**config.mk**
```make
export PLATFORM = sky130hd
export DESIGN_NAME = m_seq_adder
export DESIGN_NICKNAME = d
export VERILOG_FILES = /design/src/rtl/m_seq_adder.sv
export SDC_FILE = /design/constraint.sdc
export NUM_CORES = 1
export LEC_CHECK = 0
export ABC_AREA = 0
export BUFFER_PORTS_ARGS = -buffer_cell sky130_fd_sc_hd__clkbuf_2
export CORE_MARGIN = 2
export CORE_UTILIZATION = 35
export DETAILED_ROUTE_END_ITERATION = 8
export PLACE_DENSITY = 0.64
export SETUP_SLACK_MARGIN = 0.5
export SYNTH_ARGS = -nofsm -noshare
export SYNTH_HDL_FRONTEND = slang
export SYNTH_SLANG_ARGS = --single-unit
```
**constraint.sdc**
```tcl
create_clock -name w_clk -period 2.2 [get_ports w_clk]
set_input_delay 0 -clock w_clk [delete_from_list [all_inputs] [get_ports w_clk]]
set_output_delay 0 -clock w_clk [all_outputs]
set_load 0.01 [all_outputs]
```
**src/rtl/m_seq_adder.sv**
```systemverilog
// Digit-serial adder/subtractor: W-bit operands processed D bits per clock,
// least significant digit first, with a registered carry between digits.
module m_seq_adder #(
  parameter int W = 8,
  parameter int D = 2
) (
  input  logic         w_clk,
  input  logic         w_rst,
  input  logic         w_start,
  input  logic         w_sub,
  input  logic [W-1:0] w_a,
  input  logic [W-1:0] w_b,
  input  logic         w_cin,
  output logic         w_ready,
  output logic         w_valid,
  output logic [W-1:0] w_s,
  output logic         w_cout,
  output logic         w_ovf
);

  localparam int N  = W / D;
  localparam int CW = (N > 1) ? $clog2(N) : 1;
  localparam logic [CW-1:0] K_LAST = CW'(N - 1);

  if (W < 1 || D < 1 || D > W || (W % D) != 0) begin : g_param_err
    $error("m_seq_adder: W must be >= 1 and a multiple of D, with 1 <= D <= W");
  end

  typedef enum logic [1:0] {S_IDLE, S_RUN, S_DONE} state_t;

  state_t         state_q, state_d;
  logic [CW-1:0]  k_q, k_d;
  logic [W-1:0]   a_q, a_d;
  logic [W-1:0]   b_q, b_d;
  logic           c_q, c_d;
  logic [W-1:0]   s_q, s_d;
  logic           cout_q, cout_d;
  logic           ovf_q, ovf_d;
  logic           valid_q, valid_d;
  logic           ready_q, ready_d;

  logic [D-1:0]   dig_a, dig_b, dig_s;
  logic [D:0]     ch;

  // Select the active digit with constant slices so the mux stays a plain decode.
  always_comb begin
    dig_a = '0;
    dig_b = '0;
    for (int j = 0; j < N; j++) begin
      if (k_q == CW'(j)) begin
        dig_a = a_q[j*D +: D];
        dig_b = b_q[j*D +: D];
      end
    end
  end

  always_comb begin
    ch    = '0;
    dig_s = '0;
    ch[0] = c_q;
    for (int i = 0; i < D; i++) begin
      dig_s[i]  = dig_a[i] ^ dig_b[i] ^ ch[i];
      ch[i+1]   = (dig_a[i] & dig_b[i]) | (ch[i] & (dig_a[i] ^ dig_b[i]));
    end
  end

  always_comb begin
    state_d = state_q;
    k_d     = k_q;
    a_d     = a_q;
    b_d     = b_q;
    c_d     = c_q;
    s_d     = s_q;
    cout_d  = cout_q;
    ovf_d   = ovf_q;
    valid_d = 1'b0;
    case (state_q)
      S_IDLE: begin
        if (w_start) begin
          a_d     = w_a;
          b_d     = w_b ^ {W{w_sub}};
          c_d     = w_sub ? 1'b1 : w_cin;
          k_d     = '0;
          state_d = S_RUN;
        end
      end
      S_RUN: begin
        for (int j = 0; j < N; j++) begin
          if (k_q == CW'(j)) s_d[j*D +: D] = dig_s;
        end
        c_d = ch[D];
        k_d = k_q + CW'(1);
        if (k_q == K_LAST) begin
          cout_d  = ch[D];
          ovf_d   = ch[D] ^ ch[D-1];
          valid_d = 1'b1;
          state_d = S_DONE;
        end
      end
      S_DONE:  state_d = S_IDLE;
      default: state_d = S_IDLE;
    endcase
    ready_d = (state_d == S_IDLE);
  end

  always_ff @(posedge w_clk) begin
    if (w_rst) begin
      state_q <= S_IDLE;
      k_q     <= '0;
      a_q     <= '0;
      b_q     <= '0;
      c_q     <= 1'b0;
      s_q     <= '0;
      cout_q  <= 1'b0;
      ovf_q   <= 1'b0;
      valid_q <= 1'b0;
      ready_q <= 1'b1;
    end else begin
      state_q <= state_d;
      k_q     <= k_d;
      a_q     <= a_d;
      b_q     <= b_d;
      c_q     <= c_d;
      s_q     <= s_d;
      cout_q  <= cout_d;
      ovf_q   <= ovf_d;
      valid_q <= valid_d;
      ready_q <= ready_d;
    end
  end

  assign w_ready = ready_q;
  assign w_valid = valid_q;
  assign w_s     = s_q;
  assign w_cout  = cout_q;
  assign w_ovf   = ovf_q;

endmodule
```
# Word-level counts from Yosys, hierarchy flattened
# Index checks and enable logic that the tools add are counted.
dict set report totals {
  regBits 33
  input_bits 21
  elab_cells 60
}
dict set report op_classes {
  addsub 1
  n_eq_ne 5
  n_mux 17
  bitwise 13
  reduce_logical 11
}
# operator count
set op_table {}
lappend op_table {{$mux W2} 11}
lappend op_table {{$reduce_and A2 Y1} 6}
lappend op_table {{$pmux W2 S2} 2}
lappend op_table {{$xor A8 B8 Y8} 1}
lappend op_table {{$logic_not A2 Y1} 3}
lappend op_table {{$xor A1 B1 Y1} 5}
lappend op_table {{$and A1 B1 Y1} 4}
lappend op_table {{$eq A2 B1 Y1 const B} 2}
lappend op_table {{$eq A2 B2 Y1 const B} 2}
lappend op_table {{$mux W1} 3}
lappend op_table {{$add A2 B1 Y2 const B} 1}
lappend op_table {{$ne A2 B2 Y1 const B} 1}
lappend op_table {{$or A1 B1 Y1} 2}
lappend op_table {{$pmux W1 S2} 1}
lappend op_table {{$reduce_bool A2 Y1} 1}
lappend op_table {{$reduce_or A2 Y1} 1}
lappend op_table {{$not A1 Y1} 1}

# Depth between registers and ports, before layout
dict set report depth {
  word_depth 11
  mapped_depth 12
}

# Worst setup path after synthesis
# Ideal clock, no wire load.
dict set report synth_path {
  path_type {flip-flop to flip-flop}
  from {register k_q[1]}
  to {register s_q[3] (netlist: w_s[3])}
  setup_ns 0.091
  arrival_time_ns 2.295
  t_required_ns 2.109
  path_slack_ns -0.186
  path_stages_with_launch 10
  n_path_buf 1
  period_less_slack_ns 2.386
  path_cell_list {dfxtp_1 > inv_1 > ha_1 > clkbuf_1 > o21ai_0 > a22o_1 > fa_1 > inv_1 > fa_1 > a311oi_1}
}
dict set report synth_via {
  elab_chain_len 9
  elab_cells_between_ends 19
  classes_between {eq/ne: 3; mux: 8; bitwise: 6; reduce/logical: 2}
}
# element line_no
set synth_rtl {}
lappend synth_rtl {{from (decl)} 32} ;# logic [CW-1:0] k_q, k_d;
lappend synth_rtl {{from (signal assigned)} 120} ;# k_q <= k_d;
lappend synth_rtl {{$logic_not A2 Y1} 50} ;# if (k_q == CW'(j)) begin
lappend synth_rtl {{$mux W2 (4 in series)} 50}
lappend synth_rtl {{$xor A1 B1 Y1} 63} ;# ch[i+1] = (dig_a[i] & dig_b[i]) | (ch[i] & (dig_a[i] ^ dig_b[i]));
lappend synth_rtl {{$and A1 B1 Y1} 63}
lappend synth_rtl {{$or A1 B1 Y1} 63}
lappend synth_rtl {{$xor A1 B1 Y1} 62} ;# dig_s[i] = dig_a[i] ^ dig_b[i] ^ ch[i];
lappend synth_rtl {{to (signal assigned)} 113} ;# s_q <= '0;
lappend synth_rtl {{to (signal assigned)} 124} ;# s_q <= s_d;
lappend synth_rtl {{to (decl)} 36} ;# logic [W-1:0] s_q, s_d;
# Parallel ways exist; a longest one is shown, timed or not.
# A chain may end at the register's enable or synchronous reset.

# Worst setup path after layout
dict set report layout_path {
  from {register k_q[1]}
  to {register s_q[5] (netlist: w_s[5])}
}
# Same word-level chain as after synthesis.

==> out/metrics.yaml <==
yosysUniqueCellTypes: 33
avgSynthCellArea_um2: 8.936
min_to: "b_q[7]$_SDFFE_PP0P_"
clk_pin_slew_ns: 0.06
final-setup-viol-count: 3
power.total_mw: 1.500
violations: "negative setup slack"
clock_path_buffers: 2
ys_seq_area_frac: 0.4374
final_common_cell: "clkbuf_2"
crit_fanout: 6
hold_depth: 3
yosys-top-cells-area: "dfxtp_1 (44%), a21oi_1 (7.6%), nand2_1 (5.0%)"
timing.final.hold_violations: 0
start_kind: "flip-flop"
reg2reg_from: "k_q[1]$_SDFFE_PP0P_"
ys_ff_latch: 33
die_w_um: 69.69
grt_pass1_wl_mm: 5.699
worst-r2r-cell-count: 9
power_leakage_nw: 0.8135
arrival_ns: 2.45
synth.net_count: 196
crit_type: "reg -> reg"
rsz0062_at_grt: "yes"
drc: 0
syn_to_final_growth_pct: 36.70
post-route-period-util: 1.031
cts.sink_count: 33
ios: 33
coreArea_um2: 4086
tightest_slew_ns: 0.7536
wirelength_mm: 3.339
hpwl_mm: 2.371
finish.utilization: 0.5052
htree_levels: 2
setup_tns_ns: -0.1039
clock_latency_ns: 0.28
ant_nets: 0
grt.total_usage: 0.1457
drive_above_1_share: 0.3750
hp-start: "w_b[7]"
slew_viol_final: 0
die_h_um: 69.69
cts_root_buffer: "clkbuf_8"
most-common-layout-cells: "clkbuf_2 (32), dfxtp_1 (31), a21oi_1 (21)"
fin_nets: 242
r2r_setup_slack_ns: -0.07
vias: 1295
ys_warn_count: 0
outcome: "finished with violations"
r2r-end: "w_s[5]$_SDFFE_PP0P_"
yosysTopAreaCell: "dfxtp_1"
grt_pass1_vias: 1251
fill_cells: 410
port-buffer-count: 32
grt_start_max_net_pins: 34
globalRouteOverflowTotal: 0
period_minus_slack_ns: 2.269
cts_buffers: 5
routed_via_density: 4.868
wl_per_cell_um: 12.55
slew_headroom: 0.4976
worst_ep_required_time_ns: 2.38
rows: 23
initial_utilization: 0.3696
hp-class: "in -> reg"
pre_cts_slack_ns: -0.1281
synthCells: 169
cap_viol_max_count: 0
power_per_cell_area_nw_per_um2: 726.7
drt_iter0_markers: 34
drt_first_pass_iters: 4
place.gp.congestion: 0.8250
cp-end-kind: "flip-flop"
cts_tree: "yes"
die_area_um2: 4856
max-vdd-ir-drop_uv: 366.9
synth_top_area_frac: 0.4374
netlist_area_um2: 1510
diodes: 0
clock_skew_ns: 0.004965
antenna_found_initial: 0
max_freq_ghz: 0.4408
setup_slack_ns: -0.06886
synth_stat cells:
| cell | count |
|---|---|
| a211oi_1 | 8 |
| mux2i_1 | 2 |
| a22o_1 | 2 |
| o31ai_1 | 1 |
| xnor2_1 | 7 |
| buf_2 | 6 |
| nor2b_1 | 2 |
| nor3b_1 | 1 |
| nand3b_1 | 1 |
| fa_1 | 2 |
| a21oi_1 | 23 |
| a21bo_2 | 3 |
| mux2_2 | 1 |
| nand2_1 | 20 |
| and2b_4 | 1 |
| nor2_1 | 15 |
| and3b_1 | 1 |
| or2_2 | 1 |
| dfxtp_1 | 33 |
| o21ai_0 | 5 |
| ha_1 | 4 |
| a311oi_1 | 3 |
| nand3_1 | 3 |
| a211oi_2 | 2 |
| buf_6 | 1 |
| inv_1 | 7 |
| or3b_4 | 1 |
| clkbuf_1 | 4 |
| nor3_1 | 1 |
| a22oi_1 | 3 |
| buf_4 | 2 |
| xor2_1 | 2 |
| o21bai_1 | 1 |
worst max-delay path, stage by stage (launching register included):
cell	delay, ns
dfxtp_4	0.39
inv_4	0.06
ha_4	0.18
a21oi_2	0.10
o21ai_1	0.07
a22o_1	0.20
fa_2	0.38
inv_2	0.06
fa_2	0.48
a311oi_2	0.26
layout make-up:
class | count | area (µm²) | share of cell area
Clock buffer | 7 | 86.33 | 0.04182
Clock inverter | 1 | 30.03 | 0.01455
Inverter | 7 | 31.28 | 0.01515
Multi-Input combinational cell | 116 | 852.1 | 0.4127
Sequential cell | 33 | 668.1 | 0.3236
Tap cell | 50 | 62.56 | 0.03030
Timing Repair Buffer | 52 | 334.1 | 0.1618
worst max-delay path by stage:
stage                              from                   to  depth (start not counted)
floorplan           k_q[0]$_SDFFE_PP0P_  w_s[1]$_SDFFE_PP0P_                         10
global placement    k_q[0]$_SDFFE_PP0P_  w_s[1]$_SDFFE_PP0P_                          9
detailed placement  k_q[0]$_SDFFE_PP0P_  w_s[3]$_SDFFE_PP0P_                          9
CTS                 k_q[1]$_SDFFE_PP0P_  w_s[1]$_SDFFE_PP0P_                          9
global route        k_q[1]$_SDFFE_PP0P_  w_s[5]$_SDFFE_PP0P_                          9
finish              k_q[1]$_SDFFE_PP0P_  w_s[5]$_SDFFE_PP0P_                          9
kinds of logic after synthesis:
logic type               Yosys count  share of synthesized area
buffers and inverters             20                    0.06462
multiplexers                       3                    0.02071
flip-flops                        33                     0.4374
adder cells (fa/ha/maj)            6                    0.05965
AO/OA/AOI/OAI                     51                     0.2229
AND/OR/NAND/NOR                   47                     0.1425
XOR/XNOR                           9                    0.05220
state kept, by name, indices dropped and copies added, names as in the netlist, 2 cells and up:
register	count
b_q	8
state_q	2
k_q	2
a_q	8
w_s	8
metal layers:
metal / up-vias / GRT usage / wire (µm)
met3: 4 / 0.04070 / 149
met1: 593 / 0.1743 / 1561
li1: 667 / - / -
met2: 31 / 0.2479 / 1595
met5: - / 0 / 0
met4: 0 / 0.05556 / 34
stage by stage:
stage,hold WS (ns),cells,cell area [µm²]
final,0.01130,266,2064
after global routing,0.02531,266,2064
after CTS,0.006531,265,2047
after detailed placement,0.2318,246,1772
after global placement,0.2249,246,1772
after floorplan,0.07161,169,1578
where the power goes:
part | leakage (nW) | internal (mW) | switching (mW)
Combinational | 0.483 | 0.131 | 0.134
Sequential | 0.272 | 0.631 | 0.0252
Clock | 0.0585 | 0.369 | 0.210
what timing repair did:
item | CTS | global route
pin swaps | 10 | 7
endpoints found under the setup margin | 11 | 11
endpoints found under the hold margin | 8 | 0
gates resized for setup | 13 | 2
setup buffers | 3 | 1
hold buffers | 8 | 0
Power figures use the tool's default switching activity.
